File: src/rtl/mem_access_unit_pkg.sv
// rtl/mem_access_unit_pkg.sv - shared types and constants for the memory-access stage
//
// Package riscv_pkg:
//   XLEN           data/address width (32 only)
//   F3_*           load/store funct3 encodings
//   mem_state_t    memory-access FSM states
package riscv_pkg;

  localparam int XLEN = 32;

  localparam logic [2:0] F3_B  = 3'b000;
  localparam logic [2:0] F3_H  = 3'b001;
  localparam logic [2:0] F3_W  = 3'b010;
  localparam logic [2:0] F3_BU = 3'b100;
  localparam logic [2:0] F3_HU = 3'b101;

  typedef enum logic [1:0] {IDLE, REQ, WAIT, DONE} mem_state_t;

endpackage

File: src/rtl/mem_access_unit_if.sv
// rtl/mem_access_unit_if.sv - data-memory request/grant/response bus
//
// master: the memory-access unit (drives request, write controls, address, data)
// slave : the data memory (drives grant, read-valid, read data)
interface mem_access_unit_if;

  logic                       dmem_req;
  logic                       dmem_we;
  logic [riscv_pkg::XLEN-1:0] dmem_addr;
  logic [riscv_pkg::XLEN-1:0] dmem_wdata;
  logic [3:0]                 dmem_wstrb;
  logic                       dmem_gnt;
  logic                       dmem_rvalid;
  logic [riscv_pkg::XLEN-1:0] dmem_rdata;

  modport master (
    output dmem_req, dmem_we, dmem_addr, dmem_wdata, dmem_wstrb,
    input  dmem_gnt, dmem_rvalid, dmem_rdata
  );

  modport slave (
    input  dmem_req, dmem_we, dmem_addr, dmem_wdata, dmem_wstrb,
    output dmem_gnt, dmem_rvalid, dmem_rdata
  );

endinterface

File: src/rtl/mem_access_unit_load_formatter.sv
// rtl/mem_access_unit_load_formatter.sv - load data lane selection and extension
//
// Ports:
//   rdata   in   raw 32-bit word from data memory
//   funct3  in   load size/sign
//   offset  in   byte offset within the word
//   data    out  extended load result
module load_formatter
  import riscv_pkg::*;
(
  input  logic [XLEN-1:0] rdata,
  input  logic [2:0]      funct3,
  input  logic [1:0]      offset,
  output logic [XLEN-1:0] data
);

  logic [7:0]  byte_sel;
  logic [15:0] half_sel;

  always_comb begin
    byte_sel = rdata[{offset, 3'b000} +: 8];
    // Halfword lane uses only offset[1]; offset[0] is ignored.
    half_sel = rdata[{offset[1], 4'b0000} +: 16];
    case (funct3)
      F3_B:    data = {{24{byte_sel[7]}}, byte_sel};
      F3_BU:   data = {24'h0, byte_sel};
      F3_H:    data = {{16{half_sel[15]}}, half_sel};
      F3_HU:   data = {16'h0, half_sel};
      F3_W:    data = rdata;
      default: data = rdata;
    endcase
  end

endmodule

File: src/rtl/mem_access_unit.sv
// rtl/mem_access_unit.sv - RISC-V memory-access stage with bus FSM and pipeline stall
//
// Optional feature macro: MEM_MISALIGN_TRAP_EN (adds misalign_o, suppresses
// misaligned accesses instead of truncating the low address bits).
//
// Ports:
//   clk, rst_n                      clock, async active-low reset
//   valid_in .. regWrite_in         EX/MEM slot contents
//   dmem                            data-memory bus (master side)
//   mem_rd_data_out                 registered formatted load data
//   data_out                        ALU result pass-through
//   mem_rd_addr_out, memToReg_out,
//   regWrite_out                    writeback control pass-through
//   stall_o                         pipeline freeze while an access is in flight
//   misalign_o                      misaligned-access pulse (macro builds only)
module mem_access_unit
  import riscv_pkg::*;
(
  input  logic                 clk,
  input  logic                 rst_n,
  input  logic                 valid_in,
  input  logic [XLEN-1:0]      alu_result_in,
  input  logic [XLEN-1:0]      store_data_in,
  input  logic [2:0]           funct3_in,
  input  logic                 memRead_in,
  input  logic                 memWrite_in,
  input  logic [4:0]           rd_addr_in,
  input  logic                 memToReg_in,
  input  logic                 regWrite_in,
  mem_access_unit_if.master    dmem,
  output logic [XLEN-1:0]      mem_rd_data_out,
  output logic [XLEN-1:0]      data_out,
  output logic [4:0]           mem_rd_addr_out,
  output logic                 memToReg_out,
  output logic                 regWrite_out,
`ifdef MEM_MISALIGN_TRAP_EN
  output logic                 misalign_o,
`endif
  output logic                 stall_o
);

  mem_state_t      state_q, state_d;
  logic            req_q, req_d;
  logic            we_q, we_d;
  logic [XLEN-1:0] addr_q, addr_d;
  logic [XLEN-1:0] wdata_q, wdata_d;
  logic [3:0]      wstrb_q, wstrb_d;
  logic [XLEN-1:0] rd_data_q, rd_data_d;

  logic [1:0]      b;
  logic            access;
  logic            misaligned;
  logic            go;
  logic [XLEN-1:0] st_wdata;
  logic [3:0]      st_wstrb;
  logic [XLEN-1:0] fmt_data;

  assign b      = alu_result_in[1:0];
  assign access = valid_in & (memRead_in | memWrite_in);

`ifdef MEM_MISALIGN_TRAP_EN
  always_comb begin
    misaligned = 1'b0;
    if (access) begin
      case (funct3_in)
        F3_B:    misaligned = 1'b0;
        F3_H:    misaligned = b[0];
        // Load-only encodings; as a store funct3 they fall back to SW.
        F3_BU:   misaligned = memWrite_in ? (b != 2'b00) : 1'b0;
        F3_HU:   misaligned = memWrite_in ? (b != 2'b00) : b[0];
        default: misaligned = (b != 2'b00);
      endcase
    end
  end
  assign misalign_o = misaligned & (state_q == IDLE);
`else
  assign misaligned = 1'b0;
`endif

  // A trapped access never reaches the bus and never stalls.
  assign go = access & ~misaligned;

  always_comb begin
    case (funct3_in)
      F3_B: begin
        st_wstrb = 4'b0001 << b;
        st_wdata = {4{store_data_in[7:0]}};
      end
      F3_H: begin
        st_wstrb = 4'b0011 << {b[1], 1'b0};
        st_wdata = {2{store_data_in[15:0]}};
      end
      default: begin
        st_wstrb = 4'b1111;
        st_wdata = store_data_in;
      end
    endcase
  end

  load_formatter u_load_formatter (
    .rdata  (dmem.dmem_rdata),
    .funct3 (funct3_in),
    .offset (b),
    .data   (fmt_data)
  );

  always_comb begin
    state_d   = state_q;
    req_d     = req_q;
    we_d      = we_q;
    addr_d    = addr_q;
    wdata_d   = wdata_q;
    wstrb_d   = wstrb_q;
    rd_data_d = rd_data_q;
    case (state_q)
      IDLE: begin
        if (go) begin
          req_d   = 1'b1;
          we_d    = memWrite_in;
          addr_d  = {alu_result_in[XLEN-1:2], 2'b00};
          wdata_d = st_wdata;
          wstrb_d = memWrite_in ? st_wstrb : 4'b0000;
          state_d = REQ;
        end
      end
      REQ: begin
        if (dmem.dmem_gnt) begin
          req_d   = 1'b0;
          state_d = we_q ? DONE : WAIT;
        end
      end
      WAIT: begin
        if (dmem.dmem_rvalid) begin
          rd_data_d = fmt_data;
          state_d   = DONE;
        end
      end
      DONE: state_d = IDLE;
      default: state_d = IDLE;
    endcase
  end

  always_ff @(posedge clk or negedge rst_n) begin
    if (!rst_n) begin
      state_q   <= IDLE;
      req_q     <= 1'b0;
      we_q      <= 1'b0;
      addr_q    <= '0;
      wdata_q   <= '0;
      wstrb_q   <= 4'b0000;
      rd_data_q <= '0;
    end else begin
      state_q   <= state_d;
      req_q     <= req_d;
      we_q      <= we_d;
      addr_q    <= addr_d;
      wdata_q   <= wdata_d;
      wstrb_q   <= wstrb_d;
      rd_data_q <= rd_data_d;
    end
  end

  assign dmem.dmem_req   = req_q;
  assign dmem.dmem_we    = we_q;
  assign dmem.dmem_addr  = addr_q;
  assign dmem.dmem_wdata = wdata_q;
  assign dmem.dmem_wstrb = wstrb_q;

  assign mem_rd_data_out = rd_data_q;
  assign data_out        = alu_result_in;
  assign mem_rd_addr_out = rd_addr_in;
  assign memToReg_out    = memToReg_in;
  assign regWrite_out    = regWrite_in & ~misaligned;
  // DONE releases the stall so MEM/WB captures on this edge.
  assign stall_o         = go & (state_q != DONE);

endmodule

File: src/flat_wrapper.sv
// flat-port wrapper written by rule: the top's interface ports become plain ports
module mem_access_unit_flat import riscv_pkg::*;
  (clk, rst_n, valid_in, alu_result_in, store_data_in, funct3_in, memRead_in, memWrite_in, rd_addr_in, memToReg_in, regWrite_in, mem_rd_data_out, data_out, mem_rd_addr_out, memToReg_out, regWrite_out, stall_o, dmem_dmem_req, dmem_dmem_we, dmem_dmem_addr, dmem_dmem_wdata, dmem_dmem_wstrb, dmem_dmem_gnt, dmem_dmem_rvalid, dmem_dmem_rdata);
  mem_access_unit_if dmem_i ();
  input  logic clk;
  input  logic rst_n;
  input  logic valid_in;
  input  logic [XLEN-1:0] alu_result_in;
  input  logic [XLEN-1:0] store_data_in;
  input  logic [2:0] funct3_in;
  input  logic memRead_in;
  input  logic memWrite_in;
  input  logic [4:0] rd_addr_in;
  input  logic memToReg_in;
  input  logic regWrite_in;
  output logic [XLEN-1:0] mem_rd_data_out;
  output logic [XLEN-1:0] data_out;
  output logic [4:0] mem_rd_addr_out;
  output logic memToReg_out;
  output logic regWrite_out;
  output logic stall_o;
  output wire logic [$bits(dmem_i.dmem_req)-1:0] dmem_dmem_req;
  output wire logic [$bits(dmem_i.dmem_we)-1:0] dmem_dmem_we;
  output wire logic [$bits(dmem_i.dmem_addr)-1:0] dmem_dmem_addr;
  output wire logic [$bits(dmem_i.dmem_wdata)-1:0] dmem_dmem_wdata;
  output wire logic [$bits(dmem_i.dmem_wstrb)-1:0] dmem_dmem_wstrb;
  input wire logic [$bits(dmem_i.dmem_gnt)-1:0] dmem_dmem_gnt;
  input wire logic [$bits(dmem_i.dmem_rvalid)-1:0] dmem_dmem_rvalid;
  input wire logic [$bits(dmem_i.dmem_rdata)-1:0] dmem_dmem_rdata;
  assign dmem_dmem_req = dmem_i.dmem_req;
  assign dmem_dmem_we = dmem_i.dmem_we;
  assign dmem_dmem_addr = dmem_i.dmem_addr;
  assign dmem_dmem_wdata = dmem_i.dmem_wdata;
  assign dmem_dmem_wstrb = dmem_i.dmem_wstrb;
  assign dmem_i.dmem_gnt = dmem_dmem_gnt;
  assign dmem_i.dmem_rvalid = dmem_dmem_rvalid;
  assign dmem_i.dmem_rdata = dmem_dmem_rdata;
  mem_access_unit u_core (.clk(clk), .rst_n(rst_n), .valid_in(valid_in), .alu_result_in(alu_result_in), .store_data_in(store_data_in), .funct3_in(funct3_in), .memRead_in(memRead_in), .memWrite_in(memWrite_in), .rd_addr_in(rd_addr_in), .memToReg_in(memToReg_in), .regWrite_in(regWrite_in), .dmem(dmem_i), .mem_rd_data_out(mem_rd_data_out), .data_out(data_out), .mem_rd_addr_out(mem_rd_addr_out), .memToReg_out(memToReg_out), .regWrite_out(regWrite_out), .stall_o(stall_o));
endmodule
File: config.mk
export PLATFORM = sky130hd
export DESIGN_NAME = mem_access_unit_flat
export DESIGN_NICKNAME = d
export VERILOG_FILES = /design/src/rtl/mem_access_unit_pkg.sv /design/src/rtl/mem_access_unit_if.sv /design/src/rtl/mem_access_unit_load_formatter.sv /design/src/rtl/mem_access_unit.sv /design/src/flat_wrapper.sv
export SDC_FILE = /design/constraint.sdc
export NUM_CORES = 1
export LEC_CHECK = 0
export BUFFER_PORTS_ARGS = -buffer_cell sky130_fd_sc_hd__buf_2
export CAP_MARGIN = 10
export CORE_ASPECT_RATIO = 1.75
export CORE_MARGIN = 1.5
export CORE_UTILIZATION = 40
export DETAILED_ROUTE_END_ITERATION = 10
export HOLD_SLACK_MARGIN = 0.03
export PLACE_DENSITY = 0.79
export SYNTH_ARGS = -nofsm -noshare
export SYNTH_HDL_FRONTEND = slang
export SYNTH_HIERARCHICAL = 1
export SYNTH_SLANG_ARGS = --single-unit
File: constraint.sdc
create_clock -name clk -period 1.8 [get_ports clk]
set_input_delay 0.36 -clock clk [delete_from_list [all_inputs] [get_ports clk]]
set_output_delay 0.36 -clock clk [all_outputs]
set_load 0.005 [all_outputs]
### Word-level counts from Yosys, hierarchy flattened

Cells that the tools add are included.

* input port bits: 113
* word-level logic and storage cells: 43
* register bits after elaboration: 102
* output and inout bits: 142

* shift operators: 4
* muxes and demuxes: 12
* bitwise operators: 3
* equal/unequal tests: 10
* reductions and logical operators: 7

Operators with widths (count)
* one-hot mux 32 bit (4 select lines): 1
* one-hot mux 32 bit (2 select lines): 1
* variable part select 32 x 6 -> 16 bit: 1
* variable part select 32 x 6 -> 8 bit: 1
* one-hot mux 2 bit (4 select lines): 1
* one-hot mux 4 bit (2 select lines): 1
* equality test 3 bit (second input constant): 2
* two-way mux 2 bit: 3
* != test 2 bit (second input constant): 3
* AND reduction 3 bit: 2
* equality test 2 bit (second input constant): 2
* two-way mux 4 bit: 1
* AND reduction 2 bit: 2
* left shift 1 x 2 -> 4 bit (first input constant): 1
* left shift 2 x 2 -> 4 bit (first input constant): 1
* equality test 3 x 1 -> 1 bit (second input constant): 1
* logical NOT 3 bit: 1
* two-way mux 1 bit: 3
* AND 1 bit: 2
* equality test 2 x 1 -> 1 bit (second input constant): 1
* logical NOT 2 bit: 1
* != test 2 x 1 -> 1 bit (second input constant): 1
* one-hot mux 1 bit (2 select lines): 1
* nonzero test 2 bit: 1
* OR 1 bit: 1

### Longest topological paths before layout

* depth after elaboration: 4
* mapped depth: 7
* gate-level depth less buffers: 5

### Modules after synthesis

The synthesis kept the hierarchy.

By module, submodules not included
* mem_access_unit: sequential area each 2552.4 um^2, area an instance 4556.9 um^2, cells an instance 349, times used 1
* load_formatter: sequential area each 0.0 um^2, area an instance 628.1 um^2, cells an instance 109, times used 1

### Least setup slack after synthesis

Ideal clock, no wire load.

* kind: input to register
* start point: in alu_result_in[0]
* end point: reg u_core.rd_data_q[20] (netlist: u_core/mem_rd_data_out[20])
* cell stages on the path: 6
* buffers on the path: 1
* arrival: 1.701 ns
* slack: -0.026 ns
* data required time: 1.675 ns
* cell sequence: mux4_2 -> nor3b_4 -> o21bai_4 -> buf_6 -> nand2_1 -> mux2_2

* word-level cells in the longest chain between the ends: 2

Ends and longest elaborated chain
* start, declared: line flat_wrapper.sv:8 `input logic [XLEN-1:0] alu_result_in;`
* variable part select 32 x 6 -> 8 bit: line mem_access_unit_load_formatter.sv:21 `byte_sel = rdata[{offset, 3'b000} +: 8];`
* one-hot mux 32 bit (4 select lines): line mem_access_unit_load_formatter.sv:24 `case (funct3)`
* net u_core.fmt_data[20]: line mem_access_unit.sv:56 `logic [XLEN-1:0] fmt_data;`
* end signal, assigned: line mem_access_unit.sv:159 `rd_data_q <= rd_data_d;`
* end, declared: line mem_access_unit.sv:48 `logic [XLEN-1:0] rd_data_q, rd_data_d;`

The timed path passes the listed nets, and every way through them passes these cells.
A chain may end at the register's enable or synchronous reset.

### Worst setup path in the final report

* start point: reg u_core.state_q[1]
* end point: reg u_core.state_q[1]

* word-level cells in the longest chain between the ends: 3
* elaborated cells between the ends (all ways): 9
* classes of those cells: eq/ne (6); mux (1); reduce/logical (2)

Ends and longest elaborated chain
* start, declared: line mem_access_unit.sv:42 `mem_state_t state_q, state_d;`
* start signal, assigned: line mem_access_unit.sv:153 `state_q <= state_d;`
* equality test 2 bit, or another cell as far along: line mem_access_unit.sv:115 `case (state_q)`
* != test 2 bit (no line) / != test 2 x 1 -> 1 bit (equally long branches)
* AND reduction 3 bit (no line)

Parallel ways exist; a longest one is shown, timed or not.

==> results.md <==
- Maximum fanout along the worst path: 5
- Initial Util: 41.26%
- Setup-failing EPs final: 0
- CTS clock-pin slew for the worst setup and hold paths: 0.08 ns
- CP max stage delay: 0.48 ns
- Final core utilization: 53.79%
- Leakage: 0.003498 uW
- Number of max-cap violations: 0
- Largest net degree at the start of global routing: 47
- RePlAce Congestion: 0.8855
- # rows: 54
- Buffers added on ports: 238
- Clk_lat worst skew: 0.35 ns
- Worst-Margin Slew: 0.5879 ns
- Top-count cell post-synth: dfrtp_1
- Commonest cells in the netlist: dfrtp_1, mux2_2, nand2_1, buf_4, o21ai_0
- Drt pass-1 iters: 6
- # H-tree levels: 3
- # clock sinks: 102
- Synth Area in Compound Gates: 8.036%
- Antenna cells: 0
- Die W: 89.07 um
- Top cells by area, synth: dfrtp_1, mux2_2, buf_4, mux2i_1, nand2_1
- Mapped Area: 5185 sq um
- Skew final: 0.01523 ns
- TritonCTS clock tree: built
- Final Max Tran Viols: 0
- Crit Path Category: flop to flop
- Vias in the first global route: 4369
- Cell count after synthesis: 458
- WP data arrival: 1.92 ns
- RSZ-0062 raised after global routing: false
- Worst EP required: 2.03 ns
- Synth Area in XOR/XNOR: 0%
- Total GRT Usage: 20.16%
- Routed WL: 13780 um
- Die footprint: 13680 sq um
- Worst vdd ir: 0.0005802 V
- Num ports: 255
- Fin. Hold Viols: 0
- Power Total: 9407 uW
- Register-to-register setup slack: 0.11 ns
- Period utilisation layout: 94.11%
- Die H: 153.6 um
- EDFF count, synth: 0
- Vias: 4270
- Unique masters post-synth: 38
- Synth Area in Simple Gates: 8.229%
- Flops & latches, synth: 102
- Vias per cell: 5.071
- DRC: 0
- Share of cells above drive strength 1: 55.34%
- Async SR Flop Fraction: 100.0%
- Slowest cell on crit path: a222oi_1
- Max Fclk: 590.3 MHz
- HP Class: input pin to flop
- GR Overflow Total: 0
- Root Buffer: clkbuf_16
- Buf/Inv on CP: 1
- First-pass GRT wire length: 21270 um
- Multi-input gate area: 2198 sq um
- Antenna violations before repair: 0
- Crit path time final: 1.694 ns
- Outcome: finished, final reports clean
- Synth-to-Final Area Change: 30.38%
- Top cell type's share of synthesized area: 49.23%
- Largest family of logic cells by synthesized area: multiplexers
- Setup crit start kind: flop
- CP Capture Type: flop
- Fillers: 1117
- Seq. cell area: 2552 sq um
- Hpwl dp: 10830 um
- Critical Path, Cell by Cell: inv_1 -> ha_2 -> a222oi_1 -> mux2_1
- Post-synthesis sequential area ratio: 49.23%
- Top FF cell, synth: dfrtp_1
- Rel. slew slack: 60.72%
- Area of the core: 12570 sq um
- Violation count after the first detailed-routing iteration: 193
- Clock Tree Buf Depth: 2
- Avg WL per Cell: 16.37 um
- Delay-heaviest family, CP: compound AO/OA/AOI/OAI gates
- Syn Area/Cell: 11.32 sq um
- Leading area contributor after synthesis: dfrtp_1
- Mux contribution to synthesized area: 24.47%
- CTS buffer count: 9
- P per Cell Area: 1392 nW/um^2
- Synth Warn #: 6
- Post-Synth Adder-Cell Area: 1.207%
- Post-route ant nets: 0
- Final nets: 788
## flip-flops by register name, summed over array words and instances (netlist names)
| signal | count |
|---|---|
| u_core/dmem.dmem_we | 1 |
| u_core/mem_rd_data_out | 32 |
| u_core/dmem.dmem_wdata | 32 |
| u_core/dmem.dmem_req | 1 |
| u_core/state_q | 2 |
| u_core/dmem.dmem_wstrb | 4 |
| u_core/dmem.dmem_addr | 30 |
## area by class of cell
class / instances / area share (%)
clock buffer: 10 / 3.535
clock inverter: 5 / 0.6293
inverter: 7 / 0.3887
multi-input combinational: 286 / 32.52
sequential: 102 / 37.76
tap: 168 / 3.109
timing repair buffer: 264 / 22.06
## final timing paths
kind | startpoint | to | depth (start not counted)
min in group asynchronous | rst_n | u_core/mem_rd_data_out[3]$_DFFE_PN0P_ | 2
max in group asynchronous | rst_n | u_core/mem_rd_data_out[6]$_DFFE_PN0P_ | 3
min | alu_result_in[22] | u_core/dmem.dmem_addr[22]$_DFFE_PN0P_ | 2
min reg2reg | u_core/dmem.dmem_wdata[16]$_DFFE_PN0P_ | u_core/dmem.dmem_wdata[16]$_DFFE_PN0P_ | 2
max | u_core/state_q[1]$_DFFE_PN0P_ | u_core/state_q[1]$_DFFE_PN0P_ | 4
max reg2reg | u_core/state_q[1]$_DFFE_PN0P_ | u_core/state_q[1]$_DFFE_PN0P_ | 4
## cells in the final DEF (no fill, tap or decap), types with 2 or more instances in the layout
master     Yosys  routed
a21oi_1        7       7
a22o_1         4       4
a22oi_1        8       8
and3_1         2       2
buf_12         0       8
buf_2          9     237
buf_4         45      18
clkbuf_16      0       9
clkinv_4       0       2
conb_1         1       2
dfrtp_1      102     102
ha_1           5       3
ha_2           0       2
inv_1          7       6
inv_6          0       2
mux2_2        83      83
mux2i_1       30      30
nand2_1       72      72
nand2_2        2       2
nand3_1        2       2
nor2_1         8       7
nor2b_1        5       5
o211ai_1       2       2
o21ai_0       37      37
## per-layer routing
metal  vias up  GRT usage [%]  wire length [um]
met2       184          36.51              7519
met3        29          3.274               728
li1       1966              -                 -
met1      2091          22.11              5143
met4         0          9.597               390
met5         -              0                 0
## kinds of logic (layout without fill, tap and decap cells)
group | count (synthesis) | in the layout
adder cells (fa/ha/maj) | 5 | 5
multiplexers | 115 | 115
AND/OR/NAND/NOR | 97 | 97
AO/OA/AOI/OAI | 67 | 67
other | 1 | 2
flip-flops | 102 | 102
buffers and inverters | 71 | 286
## repair_timing
item | 4_1_cts | 5_1_grt
gates resized for setup | 0 | 3
buffers inserted | 0 | 0
hold endpoints to repair | 27 | 0
endpoints found under the setup margin | 0 | 37
hold buffers | 1 | 0
## per-stage QoR
step                      setup TNS [ns]  cells  cell area, sq um  worst slack [ns]  hold WS (ns)
after global placement            -2.004    826              6464           -0.1150        0.3278
after floorplan                 -0.01063    459              5189         -0.001329       0.06441
after CTS                              0    842              6755           0.06143        0.2409
after detailed placement          -3.127    826              6464           -0.1846        0.3338
after global routing                   0    842              6760           0.02600        0.2420
final                                  0    842              6760            0.1061        0.2525
## report_power, final
group          internal [uW]  switching [uW]  leakage, uW  total, uW
clock                    984             888     0.000136       1870
combinational           1990            1570      0.00212       3560
sequential              3400             572      0.00124       3980
total                   6380            3030      0.00350       9410
(Power assumes the default switching activity.)
